[src/rtl/id_ex_stage.sv]
// ID/EX pipeline register with load-use hazard detection, write-back bypass
// into the captured operands, and zero-register handling.
//
// Update priority on every rising CLK edge:
//   RST > flush > stall > load-use bubble > normal load
// A bubble clears the valid bit, every control output, the ALU opcode and the
// destination address. It leaves the data fields alone because nothing
// downstream consumes them once the valid bit and the controls are zero.
module id_ex_stage #(
    parameter int XLEN = 32,
    parameter int AW   = 5
) (
    input  logic            CLK,
    input  logic            RST,

    // Pipeline control
    input  logic            stall,
    input  logic            flush,

    // Instruction from the decode stage
    input  logic            in_valid,
    input  logic [XLEN-1:0] in_pc,
    input  logic [XLEN-1:0] in_imm,
    input  logic [XLEN-1:0] in_rd1,
    input  logic [XLEN-1:0] in_rd2,
    input  logic [AW-1:0]   in_rs1,
    input  logic [AW-1:0]   in_rs2,
    input  logic [AW-1:0]   in_rd,
    input  logic            in_reg_write,
    input  logic            in_mem_read,
    input  logic            in_mem_write,
    input  logic            in_mem_to_reg,
    input  logic            in_alu_src,
    input  logic            in_branch,
    input  logic [3:0]      in_alu_op,

    // Register-file write port of the write-back stage
    input  logic            wb_reg_write,
    input  logic [AW-1:0]   wb_rd,
    input  logic [XLEN-1:0] wb_data,

    // Registered instruction for the execute stage
    output logic            out_valid,
    output logic [XLEN-1:0] out_pc,
    output logic [XLEN-1:0] out_imm,
    output logic [XLEN-1:0] out_rd1,
    output logic [XLEN-1:0] out_rd2,
    output logic [AW-1:0]   out_rs1,
    output logic [AW-1:0]   out_rs2,
    output logic [AW-1:0]   out_rd,
    output logic            out_reg_write,
    output logic            out_mem_read,
    output logic            out_mem_write,
    output logic            out_mem_to_reg,
    output logic            out_alu_src,
    output logic            out_branch,
    output logic [3:0]      out_alu_op,

    // Load-use stall request to the PC and IF/ID stages
    output logic            hazard_stall
);

    localparam logic [AW-1:0] ZERO_REG = '0;

    // Operand values after the zero-register and write-back bypass rules
    logic [XLEN-1:0] fwd_rd1;
    logic [XLEN-1:0] fwd_rd2;

    // Destination of the load in EX matches a source of the instruction in ID
    logic            rd_matches_src;

    // A bubble goes in on a flush, or on a load-use hazard the downstream
    // stage is not already holding.
    logic            insert_bubble;

    // Load-use detection looks only at the EX-side registers and the ID-side
    // source addresses; write-back and stall play no part, so that a held
    // pipeline keeps reporting the hazard until it can be resolved.
    always_comb begin
        rd_matches_src = (out_rd == in_rs1) || (out_rd == in_rs2);
        hazard_stall   = out_valid && out_mem_read && (out_rd != ZERO_REG)
                         && in_valid && rd_matches_src && !flush;
        insert_bubble  = flush || (!stall && hazard_stall);
    end

    // Pick the operand values the execute stage will see: register 0 always
    // reads as zero, otherwise a same-cycle write-back to the source wins
    // over the (stale) register-file read data.
    always_comb begin
        // NOTE: every combinational output gets a default before any branch;
        // a path that leaves one unassigned would infer a latch.
        fwd_rd1 = in_rd1;
        fwd_rd2 = in_rd2;

        if (in_rs1 == ZERO_REG) begin
            fwd_rd1 = '0;
        end else if (wb_reg_write && (wb_rd != ZERO_REG) && (wb_rd == in_rs1)) begin
            fwd_rd1 = wb_data;
        end

        if (in_rs2 == ZERO_REG) begin
            fwd_rd2 = '0;
        end else if (wb_reg_write && (wb_rd != ZERO_REG) && (wb_rd == in_rs2)) begin
            fwd_rd2 = wb_data;
        end
    end

    // Pipeline register: reset, bubble, hold or load, in that priority.
    always_ff @(posedge CLK or posedge RST) begin
        // NOTE: sequential state is written with non-blocking assignments so
        // every register samples the pre-edge values of its neighbours.
        if (RST) begin
            out_valid      <= 1'b0;
            out_pc         <= '0;
            out_imm        <= '0;
            out_rd1        <= '0;
            out_rd2        <= '0;
            out_rs1        <= '0;
            out_rs2        <= '0;
            out_rd         <= '0;
            out_reg_write  <= 1'b0;
            out_mem_read   <= 1'b0;
            out_mem_write  <= 1'b0;
            out_mem_to_reg <= 1'b0;
            out_alu_src    <= 1'b0;
            out_branch     <= 1'b0;
            out_alu_op     <= '0;
        end else if (insert_bubble) begin
            out_valid      <= 1'b0;
            out_rd         <= '0;
            out_reg_write  <= 1'b0;
            out_mem_read   <= 1'b0;
            out_mem_write  <= 1'b0;
            out_mem_to_reg <= 1'b0;
            out_alu_src    <= 1'b0;
            out_branch     <= 1'b0;
            out_alu_op     <= '0;
        end else if (!stall) begin
            // Data fields are always captured; controls only for a real
            // instruction, and a write to register 0 is dropped here so
            // later stages never see it.
            out_valid      <= in_valid;
            out_pc         <= in_pc;
            out_imm        <= in_imm;
            out_rd1        <= fwd_rd1;
            out_rd2        <= fwd_rd2;
            out_rs1        <= in_rs1;
            out_rs2        <= in_rs2;
            out_rd         <= in_rd;
            out_reg_write  <= in_valid && in_reg_write && (in_rd != ZERO_REG);
            out_mem_read   <= in_valid && in_mem_read;
            out_mem_write  <= in_valid && in_mem_write;
            out_mem_to_reg <= in_valid && in_mem_to_reg;
            out_alu_src    <= in_valid && in_alu_src;
            out_branch     <= in_valid && in_branch;
            out_alu_op     <= in_valid ? in_alu_op : 4'h0;
        end
    end

endmodule

[config.mk]
export PLATFORM = sky130hd
export DESIGN_NAME = id_ex_stage
export DESIGN_NICKNAME = d
export VERILOG_FILES = /design/src/rtl/id_ex_stage.sv
export SDC_FILE = /design/constraint.sdc
export NUM_CORES = 1
export LEC_CHECK = 0
export CAP_MARGIN = 20
export CORE_UTILIZATION = 35
export DETAILED_ROUTE_END_ITERATION = 10
export PLACE_DENSITY_LB_ADDON = 0.3
export SLEW_MARGIN = 20
export SYNTH_ARGS = -nofsm -noshare
export SYNTH_HDL_FRONTEND = slang
export SYNTH_SLANG_ARGS = --single-unit
[constraint.sdc]
create_clock -name CLK -period 6.1 [get_ports CLK]
set_input_delay 1.525 -clock CLK [delete_from_list [all_inputs] [get_ports CLK]]
set_output_delay 1.525 -clock CLK [all_outputs]
set_load 0.005 [all_outputs]
==> metrics, run 1 <==
synthesized flop and latch total=around 150; area occupied by multi-input gates=2900 µm²; register area share after synthesis=55.5%; vias in the first global route=5600; H-tree depth=4; final hold violation count=0; Max-cap violations=0; largest net degree at the start of global routing=62; Final nets=1036; # DRC=0; Final period util=between 80% and 90%; cell count after synthesis=494; Hold Path Sink=out_rd2[16]; Worst EP required=4.58 ns; detailed placement HPWL=15500 µm; Die ar.=20400 µm²; drt via density=4.80; dominant synthesized flop cell=dfrtp_1; Worst Path Max Fanout=20; Worst Tran Pin Value=1.05 ns; PD cells=267 nW/µm²; share of flip-flops with an asynchronous set or reset=100%; Final Setup Violations=0; drt wl/cell=18.9 µm; CTS root buffer=clkbuf_16; min Tclk post-route=4.98 ns; met1 GRT Util=23.2%; RSZ-0062 raised after global routing=false; slew margin rel.=between 20% and 30%; final slew viol count=0; CP Launch Type=input port; r2r startpoint=out_rd[1]; Min-Delay Path Depth=1; DR iter-0 viols=143; Clock power frac=36.1%; crit path DAT=3.46 ns; CTS tree=yes; met2 Usage GRT=between 30% and 40%; post-cts resize count=0; Cell variety after synth=28; layout cell share with drive strength beyond 1=between 10% and 20%; final worst clock skew=0.0107 ns; clk sink count=~150; R2R depth=7; crit-path max cell delay=about 0.50 ns; delay-heaviest family, CP=buffers and inverters; Crit-path slowest cell=clkdlybuf4s50_1; synth top area cells=dfrtp_1 (56%), mux2_4 (11%), mux2i_1 (9.2%), o2bb2ai_1 (8.1%), mux2_1 (3.9%); pre-CTS setup slack=around 1.1 ns; I/O Pins=351; Hold Crit Class=flop to flop; post-route ant nets=0; Crit. End Element=output port; Mean Syn Cell Area=14.0 µm²; GRT Total Usage=20.9%; Sw Share=24.3%; core region area=19500 µm²; final setup TNS=0 ns; DRT Pass-1 Iters=4; non-filler cells, final=1119; Mapped Area=6940 µm²; Crit Path Class=input port to output port; Reg2Reg Capture Point=out_pc[24]; sequential group share of total power=40.6%; setup bufs post-CTS=0; Final Wtd Congestion=0.788; leading area contributor after synthesis=dfrtp_1; placed insts=1085; Chip Height=143 µm; CTS Hold Bufs=0; met3 usage=8.15%; Site Rows=51; clk slew on worst S/H paths=0.06 ns; Logic pwr share=23.3%; Fillers=1627; Int Pwr=0.00229 W; critical path, cell by cell=clkdlybuf4s50_1, xor2_1, nor3_1, a22oi_1, buf_4, nor2_1, clkdlybuf4s50_1; r2r setup slk=3.27 ns; Clock Latency Late Sink=0.41 ns; DIE WIDTH=about 140 µm; # port buffers=350; CTS buffer count=17; first-pass GRT wire length=31700 µm; Clock Path Buffers=2; initial antenna violation count=1; Layout area overhead=63.6%; Leak=about 4.6 nW; most frequent CP cell=clkdlybuf4s50_1; final wirelength=21200 µm; hold_ws=0.484 ns; gr busiest metal=met2; Psw=approximately 0.00074 W; Crit path buffers/inverters=3; worst hold start=out_rd2[16]; Yosys top cell area share=a little under three fifths; peak supply drop=about 190 µV; Warnings, synthesis=0; register area=3850 µm²; Mapped Nets=690; via count=5376; Fmax achieved=approximately 0.2 GHz; Post-synth EDFFs=0; Final WS setup=1.12 ns; gr ovfl total=0; status=complete, no violations; Initial Utilization=35.7%
==> through the flow <==
stage               power (W)  cell area (µm²)  util [%]
finish                0.00303            11400      58.3
global route          0.00317            11400      58.3
CTS                   0.00307            11300      58.2
detailed placement    0.00196            10700      55.0
global placement      0.00195            10700      55.0
floorplan             0.00148             6940         -
==> cells in the final DEF (no fill, tap or decap), drive strengths merged <==
master,n
nor3,4
bufinv,3
or4,2
inv,4
o211ai,11
o2bb2ai,64
or3,1
xnor2,6
nor2,6
nand2,18
buf,13
o311a,1
mux2i,64
nor2b,6
and4b,1
nand3,2
clkdlybuf4s50,350
clkinvlp,5
dfrtp,154
clkinv,1
a21oi,16
a22oi,1
diode,1
xor2,14
mux2,74
o21ai,10
clkbuf,20
nor4,2
==> cell type report <==
class                   count  area share (%)
inverters                   1          0.0771
repair buffers            363            32.1
clock buffers              20            3.93
flip-flops and latches    154            33.9
multi-input cells         303            25.6
well taps                 265            2.92
diodes                      1          0.0220
clock inverters            12            1.45
==> per-layer routing <==
layer | share of wire, % | wire length, µm | vias to the layer above
met5 | 0 | 0 | -
met4 | 1.6 | 342 | 0
met3 | 9.7 | 2050 | 17
met2 | 49 | 10500 | 229
met1 | 39 | 8320 | 2609
li1 | - | - | 2521
==> worst max-delay path by stage <==
stage / depth (start not counted) / to / slack (ns) / startpoint
floorplan: 1 / out_alu_op[0] / 0.43 / RST
global placement: 7 / hazard_stall / 1.18 / in_rs1[2]
detailed placement: 7 / hazard_stall / 1.13 / in_rs2[1]
CTS: 7 / hazard_stall / 1.12 / in_rs2[1]
global route: 7 / hazard_stall / 0.96 / in_rs2[1]
finish: 7 / hazard_stall / 1.12 / in_rs2[1]
==> synth_stat cells (7+ instances only) <==
library cell and count:
o2bb2ai_1 64, buf_2 24, nand2_1 18, a21oi_1 16, o21ai_0 7, mux2_1 24
xor2_1 14, o211ai_1 9, dfrtp_1 154, mux2i_1 64, mux2_4 50
==> kinds of logic (layout without fill, tap and decap cells) <==
family | after synthesis | after routing | synth area share (%)
buf+inv | 37 | 396 | 3.08
other cells | 0 | 1 | 0
compound gates | 103 | 103 | 11.6
xor+xnor | 20 | 20 | 2.52
mux | 138 | 138 | 23.9
simple gates | 42 | 42 | 3.34
flops | 154 | 154 | 55.5
==> power groups by stage <==
| stage | sequential, W | clock (W) | combinational, W |
|---|---|---|---|
| finish | 0.00123 | 0.00109 | 0.000706 |
| global route | 0.00125 | 0.00117 | 0.000755 |
| CTS | 0.00123 | 0.00112 | 0.000715 |
| detailed placement | 0.00124 | 0 | 0.000713 |
| global placement | 0.00124 | 0 | 0.000708 |
| floorplan | 0.00125 | 0 | 0.000228 |
Note: power is estimated with default switching activity, not from simulation.
==> run 2: changes to the inputs <==
- clock period: 6.1 -> 4.15 ns (I/O delays scaled with it)
==> metrics, run 2 (synthesis results as in run 1) <==
status=complete, no violations; clk slew on worst S/H paths=~0.060 ns; post-cts resize count=0; Final Setup Violations=0; Crit. End Element=output port; area occupied by multi-input gates=2900 µm²; final setup TNS=0 ns; most common cell after layout, fill and taps aside=clkdlybuf4s50_1; via count=5381; DR iter-0 viols=158; Fillers=1618; detailed placement HPWL=14900 µm; setup bufs post-CTS=0; final wirelength=20800 µm; DRT Pass-1 Iters=4; CTS tree=yes; placed insts=1087; R2R depth=8; area post-placement=10700 µm²; commonest cells after routing, fill and taps aside=clkdlybuf4s50_1 (350), dfrtp_1 (154), mux2i_1 (64), o2bb2ai_1 (64), mux2_4 (50); Clock Latency Late Sink=approximately 0.42 ns; drt via density=4.81; core region area=19500 µm²; Reg2Reg Capture Point=out_rd1[18]; min Tclk post-route=3.79 ns; Crit Path Class=input port to output port; post-route ant nets=0; RSZ-0062 raised after global routing=false; register area=3850 µm²; drt wl/cell=~19 µm; Final Wtd Congestion=0.745; # DRC=0; Layout area overhead=63.5%; Die ar.=20400 µm²; Worst Path Max Fanout=4; Initial Utilization=35.7%; I/O Pins=roughly 350; clk sink count=approximately 150; initial antenna violation count=2; Hold Crit Class=flop to flop; PD cells=~400 nW/µm²; Setup crit end=hazard_stall; GRT Total Usage=20.8%; crit path launch=in_rs2[1]; Worst EP required=3.11 ns; vias in the first global route=5618; crit path DAT=2.75 ns; gr ovfl total=0; peak supply drop=273 µV; Worst Tran Pin Value=0.821 ns; slew margin rel.=about 45%; Final WS setup=0.359 ns; r2r startpoint=out_rd[1]; Chip Height=143 µm; pre-CTS setup slack=0.368 ns; Clock Path Buffers=2; largest net degree at the start of global routing=between 150 and 200; r2r setup slk=1.65 ns; final hold violation count=0; layout cell share with drive strength beyond 1=about an eighth; design area=11400 µm²; # port buffers=350; DIE WIDTH=about 140 µm; final worst clock skew=slightly above 0.008 ns; CP Launch Type=input port; Fmax achieved=0.264 GHz; final slew viol count=0; CTS buffer count=17; non-filler cells, final=1119; Final period util=91.4%; Max-cap violations=0; H-tree depth=4; Leak=4.62 nW; CTS root buffer=clkbuf_16; CTS Hold Bufs=0; Site Rows=51; Final nets=between 1000 and 1500; first-pass GRT wire length=31700 µm
==> run 2: per-stage QoR <==
step	power, W	hold slack, ns	util, %
after global placement	0.00286	0.469	55.1
final	0.00449	0.486	58.3
after floorplan	0.00218	0.479	-
after detailed placement	0.00287	0.473	55.1
after CTS	0.00456	0.492	58.3
after global routing	0.00470	0.499	58.3
==> run 2: worst max-delay path, cell delays in order <==
cell and delay (ns):
clkdlybuf4s50_1 0.50, xor2_1 0.18, nor3_1 0.22, a22oi_1 0.15, nor2_1 0.13, clkdlybuf4s50_1 0.52
==> run 2: routing by layer <==
| metal | part of all wire (%) | routed length [µm] | up-vias | track usage (%) |
|---|---|---|---|---|
| li1 | - | - | 2507 | - |
| met1 | 38 | 7960 | 2615 | 23.6 |
| met2 | 50 | 10300 | 231 | 34.7 |
| met3 | 9.9 | 2070 | 28 | 8.22 |
| met4 | 2.3 | 484 | 0 | 8.83 |
| met5 | 0 | 0 | - | 0 |
==> run 2: final cells by class <==
| class | count | area share [%] |
|---|---|---|
| timing repair buffer | 364 | 32.0 |
| clock inverter | 13 | 1.69 |
| multi-input combinational | 303 | 25.6 |
| inverter | 1 | 0.0661 |
| sequential | 154 | 34.0 |
| clock buffer | 18 | 3.78 |
| tap | 265 | 2.92 |
| antenna | 1 | 0.0220 |
==> run 2: how the worst min path moves through the flow <==
| stage | from | cells after the start | slack [ns] | endpoint |
|---|---|---|---|---|
| 3_5_place_dp | out_rd1[4] | 1 | 0.47 | out_rd1[4] |
| 6_report | out_rd1[29] | 1 | 0.49 | out_rd1[29] |
| 2_1_floorplan | out_rd1[0] | 1 | 0.48 | out_rd1[0] |
| 3_3_place_gp | out_rd1[20] | 1 | 0.47 | out_rd1[20] |
| 4_1_cts | out_rd2[21] | 1 | 0.49 | out_rd2[21] |
| 5_1_grt | out_rd2[27] | 1 | 0.50 | out_rd2[27] |
==> run 2: power by group <==
part           total [W]  internal [W]  switching, W
clock network    0.00165       0.00101      0.000643
registers        0.00181       0.00170      0.000113
logic            0.00103      0.000700      0.000328
total            0.00449       0.00341       0.00108
